<file path="config.mk">
export PLATFORM = sky130hd
export DESIGN_NAME = sonic_block_sync_66
export DESIGN_NICKNAME = d
export VERILOG_FILES = /design/src/rtl/sonic_block_sync_66.sv
export SDC_FILE = /design/constraint.sdc
export NUM_CORES = 1
export LEC_CHECK = 0
export CAP_MARGIN = 10
export CORE_ASPECT_RATIO = 0.8
export CORE_UTILIZATION = 53
export CTS_BUF_LIST = sky130_fd_sc_hd__clkbuf_4 sky130_fd_sc_hd__clkbuf_8 sky130_fd_sc_hd__clkbuf_16
export CTS_CLUSTER_DIAMETER = 200
export CTS_CLUSTER_SIZE = 14
export DETAILED_ROUTE_END_ITERATION = 6
export PLACE_DENSITY = 0.83
export SLEW_MARGIN = 20
export SYNTH_ARGS = -nofsm -noshare
export SYNTH_HDL_FRONTEND = slang
export SYNTH_SLANG_ARGS = --single-unit
export TNS_END_PERCENT = 50
</file>
<file path="constraint.sdc">
create_clock -name clock -period 5.25 [get_ports clock]
set_clock_uncertainty 0.15 [all_clocks]
set_input_delay 1.575 -clock clock [delete_from_list [all_inputs] [get_ports clock]]
set_output_delay 1.575 -clock clock [all_outputs]
set_load 0.01 [all_outputs]
</file>
<file path="src/rtl/sonic_block_sync_66.sv">
// 10GBASE-R block synchronizer: bit-slip alignment of raw 66-bit gearbox words
// plus sync-header lock tracking; emits aligned blocks and a lock-gated write request.
module sonic_block_sync_66 #(
  parameter int unsigned GOOD_LIMIT    = 64,
  parameter int unsigned WINDOW        = 1024,
  parameter int unsigned INVALID_LIMIT = 16
) (
  input  logic        clock,
  input  logic        reset,
  input  logic        enable,
  input  logic [65:0] data_in,
  input  logic        data_valid,
  output logic [65:0] data_out,
  output logic        wrreq,
  output logic        block_lock,
  output logic [6:0]  slip_offset,
  output logic [15:0] err_count
);

  localparam int unsigned W     = 66;
  localparam int unsigned WIN_W = 2 * W;
  localparam int unsigned OFF_W = 7;
  localparam int unsigned SH_W  = 11;
  localparam int unsigned INV_W = 5;
  localparam int unsigned ERR_W = 16;

  logic [W-1:0]     r_prev;
  logic [SH_W-1:0]  r_sh_cnt;
  logic [INV_W-1:0] r_inv_cnt;

  logic [WIN_W-1:0] w_window;
  logic [OFF_W-1:0] w_base;
  logic [W-1:0]     w_cand;
  logic             w_hdr_ok;
  logic [SH_W-1:0]  w_sh_inc;
  logic [INV_W-1:0] w_inv_inc;
  logic [OFF_W-1:0] w_slip_off;
  logic [ERR_W-1:0] w_err_inc;

  // Offset 0 selects the current word; each slip reaches one bit further back
  // into the previous word, so the first word after a clear is usable directly.
  always_comb begin
    w_window   = {data_in, r_prev};
    w_base     = OFF_W'(W) - slip_offset;
    w_cand     = W'(w_window >> w_base);
    w_hdr_ok   = w_cand[0] ^ w_cand[1];
    w_sh_inc   = r_sh_cnt + SH_W'(1);
    w_inv_inc  = r_inv_cnt + {{(INV_W-1){1'b0}}, ~w_hdr_ok};
    w_slip_off = (slip_offset == OFF_W'(W - 1)) ? '0 : slip_offset + OFF_W'(1);
    w_err_inc  = (err_count == '1) ? err_count : err_count + ERR_W'(1);
  end

  // Lock state machine; wrreq uses the lock held before this header's update.
  always_ff @(posedge clock) begin
    if (reset) begin
      r_prev      <= '0;
      r_sh_cnt    <= '0;
      r_inv_cnt   <= '0;
      data_out    <= '0;
      wrreq       <= 1'b0;
      block_lock  <= 1'b0;
      slip_offset <= '0;
      err_count   <= '0;
    end else if (!enable) begin
      r_prev      <= '0;
      r_sh_cnt    <= '0;
      r_inv_cnt   <= '0;
      data_out    <= '0;
      wrreq       <= 1'b0;
      block_lock  <= 1'b0;
      slip_offset <= '0;
    end else if (data_valid) begin
      r_prev   <= data_in;
      data_out <= w_cand;
      wrreq    <= block_lock;
      if (!block_lock) begin
        if (!w_hdr_ok) begin
          slip_offset <= w_slip_off;
          r_sh_cnt    <= '0;
          r_inv_cnt   <= '0;
        end else if (w_sh_inc == SH_W'(GOOD_LIMIT)) begin
          block_lock <= 1'b1;
          r_sh_cnt   <= '0;
          r_inv_cnt  <= '0;
        end else begin
          r_sh_cnt <= w_sh_inc;
        end
      end else begin
        if (!w_hdr_ok) begin
          err_count <= w_err_inc;
        end
        if (!w_hdr_ok && (w_inv_inc == INV_W'(INVALID_LIMIT))) begin
          slip_offset <= w_slip_off;
          block_lock  <= 1'b0;
          r_sh_cnt    <= '0;
          r_inv_cnt   <= '0;
        end else if (w_sh_inc == SH_W'(WINDOW)) begin
          r_sh_cnt  <= '0;
          r_inv_cnt <= '0;
        end else begin
          r_sh_cnt  <= w_sh_inc;
          r_inv_cnt <= w_inv_inc;
        end
      end
    end else begin
      wrreq <= 1'b0;
    end
  end

endmodule

</file>
==> metrics.cfg, run 1 <==
[synthesis]
synth_edf_count=0
ys.warnings.count=0
synth_nets=1919
synthesis.area_sq_um=15500
synth_top_area_frac=0.224
synth-async-reset-ratio=0
ys_types=75
syn_inst=1842
ys_ff_latch=173
synth_area_leader_cell=dfxtp_1
synth.avg_cell_area_sq_um=8.41
seq_area_frac_synth=0.224
synth_area_leaders=dfxtp_1 22%, mux2i_1 17%, mux4_2 15%
synthFlopType=dfxtp_1

[setup_path]
setup.worst_path.start=data_in[0]
critPathCapture=slip_offset[1]
crit_type=primary input to flip-flop
endpoint_kind=flip-flop
r2r_setup_slack_ns=0.04
worstPathRequired_ns=5.49
reg2reg_depth=22
critPathMaxFanout=7
r2r_end=slip_offset[1]
start_kind=primary input
r2r-start=slip_offset[0]
crit_arrival_ns=5.49

[clock_network]
clock_latency_ns=0.46
ctsLongestPathBuffers=2
cts_max_level=4
root_buffer=clkbuf_16
cts_sinks=173
cts_made_buffers=17
clk_pin_slew_ns=0.07
cts_hold_buf=0
cts_tree=yes

[cells_and_area]
layout_commonest_cell=buf_4
utilization=0.699
fin_nets=2200
area_growth_pct=28.6
final_cell_mix=257 x buf_4, 256 x nand2_1, 234 x nor2_1
drive_gt1_frac=0.280

[routing]
post_drt_via_cell_ratio=6.67
vias=16700
wl_per_cell_um=25.3
drt_iter0_markers=2013
routed_wirelength_mm=63.4
drt-pass1-iter-count=7
route.detailed.drc=24
ant_nets=0

[power]
leakage_nw=8.46
p_per_area_nw_per_um2=196
ir_drop_v=0.000244
total_power_mw=3.90

[global_route]
grt_pass1_vias=15700
grt_pass1_wl_mm=95.8
grt_max_degree=99
overflow=0
antenna_found_initial=1
grt_usage=0.424

[die]
die_height_um=155
coreArea_sq_um=28500
ios=161
die_x_um=193
die-area_sq_um=29900
initial_utilization=0.544
placementRows=55

[sta]
rsz0062_at_grt=true
fin_crit_sh=1.00
slew_headroom=0.203
layout_min_cycle_time_ns=5.25
setup_viol=0
setup_slack_ns=0.000983
fmax_mhz=191
slew_viol_final=0
worst_pin_slew_ns=1.19
hold_viol=0

[placed_design]
numPortBuffers=160
pre_cts_ws_ns=-0.985
dp_hpwl_mm=46.7
globalplace.congestion=1.05

[outcome]
violations=design-rule violations
outcome=finished with violations

[job]
drv_cap=0

[worst_hold_path]
hold_class=flip-flop to flip-flop
min_delay_path_depth=1
hp-start=data_out[18]

worst max-delay path, cell delays in order:
cell	delay (ns)
clkbuf_2	0.14
mux2_2	0.32
mux4_2	0.49
mux2_4	0.30
mux2i_4	0.21
buf_6	0.13
nand4_1	0.15
nand2_4	0.13
nor3_4	0.05
inv_2	0.07
ha_4	0.14
ha_4	0.13
buf_6	0.11
nand3_4	0.09
nor3_2	0.18
a31oi_1	0.06
or3_4	0.40
nand2_4	0.10
o311ai_4	0.15
buf_4	0.23
nor4_2	0.18
a31o_1	0.14
final cells by class:
type	count	area, sq um
flip-flops and latches	173	3470
fillers	2285	8570
clock buffers	19	453
well taps	370	463
repair buffers	446	3730
clock inverters	13	125
diodes	1	2.50
inverters	8	30.0
multi-input cells	1477	11600
sequential cells by signal, summed over array words and instances, names as in the netlist:
| register | count |
|---|---|
| data_out | 66 |
| r_prev | 66 |
| err_count | 16 |
| r_sh_cnt | 11 |
| slip_offset | 7 |
| r_inv_cnt | 5 |
| block_lock | 1 |
| wrreq | 1 |
report_power, final:
| part | internal, mW | switching (mW) | total [mW] |
|---|---|---|---|
| Clock | 0.655 | 0.649 | 1.30 |
| Sequential | 1.35 | 0.0383 | 1.39 |
| Combinational | 0.545 | 0.658 | 1.20 |
routing by layer:
layer	vias up	track usage	wire, um
met5	-	0	0
met4	0	0.251	4010
met3	204	0.102	6370
met2	1020	0.646	28300
met1	8082	0.544	24800
li1	7407	-	-
how the worst min path moves through the flow:
stage                     slack [ns]            to
after floorplan                 0.30  r_sh_cnt[10]
after global placement          0.32  data_out[50]
after detailed placement        0.32  data_out[55]
after CTS                       0.33  data_out[55]
after global routing            0.36  data_out[61]
final                           0.33  data_out[18]
Yosys cell counts (all sizes together), types with 22 or more instances:
cell type    n
mux2        57
a21oi       56
nand2      258
buf         79
nand3       35
dfxtp      173
mux2i      256
a211oi      75
o21ai       89
o211ai      29
nor3        70
clkbuf     105
mux4       104
a221oi      22
nor2b       24
nor2       235
stage by stage:
stage	cell area, sq um	std cells	hold WS (ns)	TNS, ns
detailed placement	18600	2393	0.323	-16.18
floorplan	15600	1842	0.305	-0.00462
finish	19900	2507	0.331	0
global placement	18600	2393	0.316	-13.21
CTS	19700	2478	0.334	0
global route	19900	2506	0.356	-0.222
what timing repair did:
action	4_1_cts	5_1_grt
pin swaps	7	16
gates cloned	0	2
buffers inserted	54	27
setup endpoints to repair	20	24
gates resized for setup	106	155
cell families after synthesis:
group                      count (synthesis)  share of synthesized area
and+or+nand+nor                          681                      0.189
adders and majority gates                  7                    0.00565
AOI/OAI and AO/OA                        354                      0.157
xor gates and xnor gates                  18                     0.0119
muxes                                    417                      0.358
buffers and inverters                    192                     0.0553
DFF                                      173                      0.224
Note: power is estimated with default switching activity, not from simulation.
==> inputs of run 2 (changes only) <==
--- a/config.mk
+++ b/config.mk
@@ -6,12 +6,13 @@
 export NUM_CORES = 1
 export LEC_CHECK = 0
 export CAP_MARGIN = 10
-export CORE_ASPECT_RATIO = 0.8
+export CORE_ASPECT_RATIO = 0.9
 export CORE_UTILIZATION = 53
 export CTS_BUF_LIST = sky130_fd_sc_hd__clkbuf_4 sky130_fd_sc_hd__clkbuf_8 sky130_fd_sc_hd__clkbuf_16
 export CTS_CLUSTER_DIAMETER = 200
 export CTS_CLUSTER_SIZE = 14
 export DETAILED_ROUTE_END_ITERATION = 6
+export MAX_ROUTING_LAYER = met4
 export PLACE_DENSITY = 0.83
 export SLEW_MARGIN = 20
 export SYNTH_ARGS = -nofsm -noshare
==> run 2 against run 1 <==
The run ends with negative setup slack left. Largest power group unchanged. First-iteration DRC count grew 14%. Via count shrank 1.1%. Critical endpoint is now slip_offset[0]. Clock-buffer cell count shrank 2.
==> metrics.cfg, run 2 (synthesized netlist as in run 1, its figures left out) <==
[outcome]
outcome=finished with violations
violations=negative setup slack

[die]
die_x_um=182  ; -5.7%
ios=161  ; unchanged
die-area_sq_um=29900  ; about the same
placementRows=58  ; +5.5%
die_height_um=164  ; +6.0%
coreArea_sq_um=28300  ; -0.66%
initial_utilization=0.547  ; +0.00361

[cells_and_area]
area_growth_pct=25.8
multi_input_area_sq_um=11600  ; -0.16%
final_cell_mix=255 x nand2_1, 234 x nor2_1, 232 x mux2i_1
layout_commonest_cell=nand2_1
final_area_sq_um=19500  ; -2.2%
drive_gt1_frac=0.250  ; -0.0297
fin_nets=2142  ; -2.6%
num-fill-cells=2213  ; -3.2%
diodes=0  ; -1
largest_registers=data_out (66), r_prev (66), err_count (16)
seqCellArea_sq_um=3470  ; unchanged

[sta]
layout_min_cycle_time_ns=5.25  ; +0.00248 ns
fmax_mhz=190  ; about the same
fin_crit_sh=1.00  ; about the same
setup_viol=1  ; +1
hold_viol=0  ; unchanged
worst_pin_slew_ns=1.04  ; -0.148 ns
slew_viol_final=0  ; unchanged
slew_headroom=0.308  ; +0.104
setup_slack_ns=-0.00149  ; -0.00248 ns

[setup_path]
cp_num_buf_inv=2  ; -3
worstPathRequired_ns=5.49  ; about the same
critPathTopFamily=multiplexers
cp_cell_sequence=clkbuf_2 > mux2i_1 > mux4_2 > mux4_2 > mux2i_4 > xor2_2 > nor2_2 > nor3_4 > inv_2 > ha_4 > ha_4 > o21ai_1 > a31oi_1 > or3_4 > nand2_4 > o311ai_4 > or3_4 > a21oi_2
crit_type=primary input to flip-flop
endpoint_kind=flip-flop
crit_arrival_ns=5.49  ; about the same
start_kind=primary input
max_stage_delay_ns=0.57  ; +0.08 ns
critPathMaxFanout=7  ; unchanged
cpMaxStageDelayCell=mux4_2

[routing]
drt-pass1-iter-count=6  ; -1
vias=16500  ; -1.1%
wl_per_cell_um=26.4  ; +4.5%
drt_iter0_markers=2290  ; +14%
route.detailed.drc=0  ; -100%
routed_wirelength_mm=64.5  ; +1.6%
ant_nets=0  ; unchanged
post_drt_via_cell_ratio=6.78  ; +1.7%

[clock_network]
cts_hold_buf=0  ; unchanged
clk_pin_slew_ns=0.08  ; about the same
root_buffer=clkbuf_16
cts_tree=yes
clock_latency_ns=0.47  ; about the same
ctsLongestPathBuffers=2  ; unchanged
cts_sinks=173  ; unchanged
cts_made_buffers=17  ; unchanged
cts_max_level=4  ; unchanged

[global_route]
antenna_found_initial=0  ; -1
grt_usage=0.437  ; +0.0133
overflow=0  ; unchanged
grt_max_degree=104  ; +5.1%
grt_pass1_wl_mm=95.3  ; -0.53%
grt_pass1_vias=15100  ; -3.5%

[placed_design]
globalplace.congestion=1.05  ; -0.10%
numPortBuffers=160  ; unchanged
dp_hpwl_mm=47.6  ; +1.9%
placed_area_sq_um=18500  ; -0.40%

[power]
leakage_nw=8.24  ; -2.6%
p_per_area_nw_per_um2=198  ; +1.4%
total_power_mw=3.87  ; -0.80%
ir_drop_v=0.000235  ; -3.8%

[worst_hold_path]
hold_class=flip-flop to flip-flop

[job]
drv_cap=0  ; unchanged

run 2: cell count changes in the layout (fill, tap and decap cells not counted), moves of 4 or more:
cell / before / now
buf_6: 15 / 5
buf_4: 257 / 210
dlymetal6s2s_1: 0 / 4
mux2i_1: 226 / 232
dlygate4sd2_1: 1 / 19
mux2i_2: 22 / 16
inv_6: 4 / 0
clkbuf_2: 52 / 35
run 2: worst register-to-register path, delay by kind of cell (launching register included):
family / cells / cell delay (ns)
buffers and inverters: 2 / 0.35
AND/OR/NAND/NOR: 5 / 1.18
flip-flops: 1 / 0.42
AO/OA/AOI/OAI: 4 / 0.51
adder cells (fa/ha/maj): 3 / 0.60
XOR/XNOR: 2 / 0.51
multiplexers: 3 / 1.39
run 2: cell type report:
type	instances	area share
multi-input cells	1477	0.597
flip-flops and latches	173	0.178
repair buffers	388	0.171
well taps	360	0.0231
clock buffers	17	0.0218
clock inverters	15	0.00771
inverters	8	0.00154
run 2: repair_timing:
item / in CTS / in global routing
buffers inserted: 14 / 11
gates cloned: 0 / 3
pin swaps: 12 / 15
resized for setup: 105 / 96
endpoints found under the setup margin: 20 / 20
run 2: metrics by stage:
stage	cells	utilization	hold WS (ns)	TNS [ns]	setup WS (ns)
3_5_place_dp	2378	0.655	0.317	-14.68	-0.879
4_1_cts	2424	0.683	0.327	0	0.00222
3_3_place_gp	2378	0.655	0.298	-13.20	-0.781
5_1_grt	2438	0.688	0.352	-0.0151	-0.0151
2_1_floorplan	1842	-	0.305	-0.00462	-0.00155
6_report	2438	0.688	0.325	-0.00149	-0.00149
run 2: worst paths after layout:
kind | endpoint | cells past startpoint | slack (ns) | startpoint
worst min-delay path | data_out[0] | 2 | 0.33 | data_out[0]
worst max-delay path | slip_offset[0] | 18 | -0.001 | data_in[34]
worst max register to register | slip_offset[0] | 19 | 0.04 | slip_offset[0]
worst min register to register | data_out[0] | 2 | 0.33 | data_out[0]
run 2: where the power goes:
group	switching, mW	internal (mW)	total, mW
registers	0.0371	1.35	1.39
logic	0.660	0.509	1.17
clock network	0.674	0.633	1.31
total	1.37	2.49	3.87
run 2: per-layer routing:
metal,GRT usage,part of all wire
met1,0.595,0.42
met4,0.136,0.035
met3,0.102,0.11
met5,-,0
met2,0.641,0.44
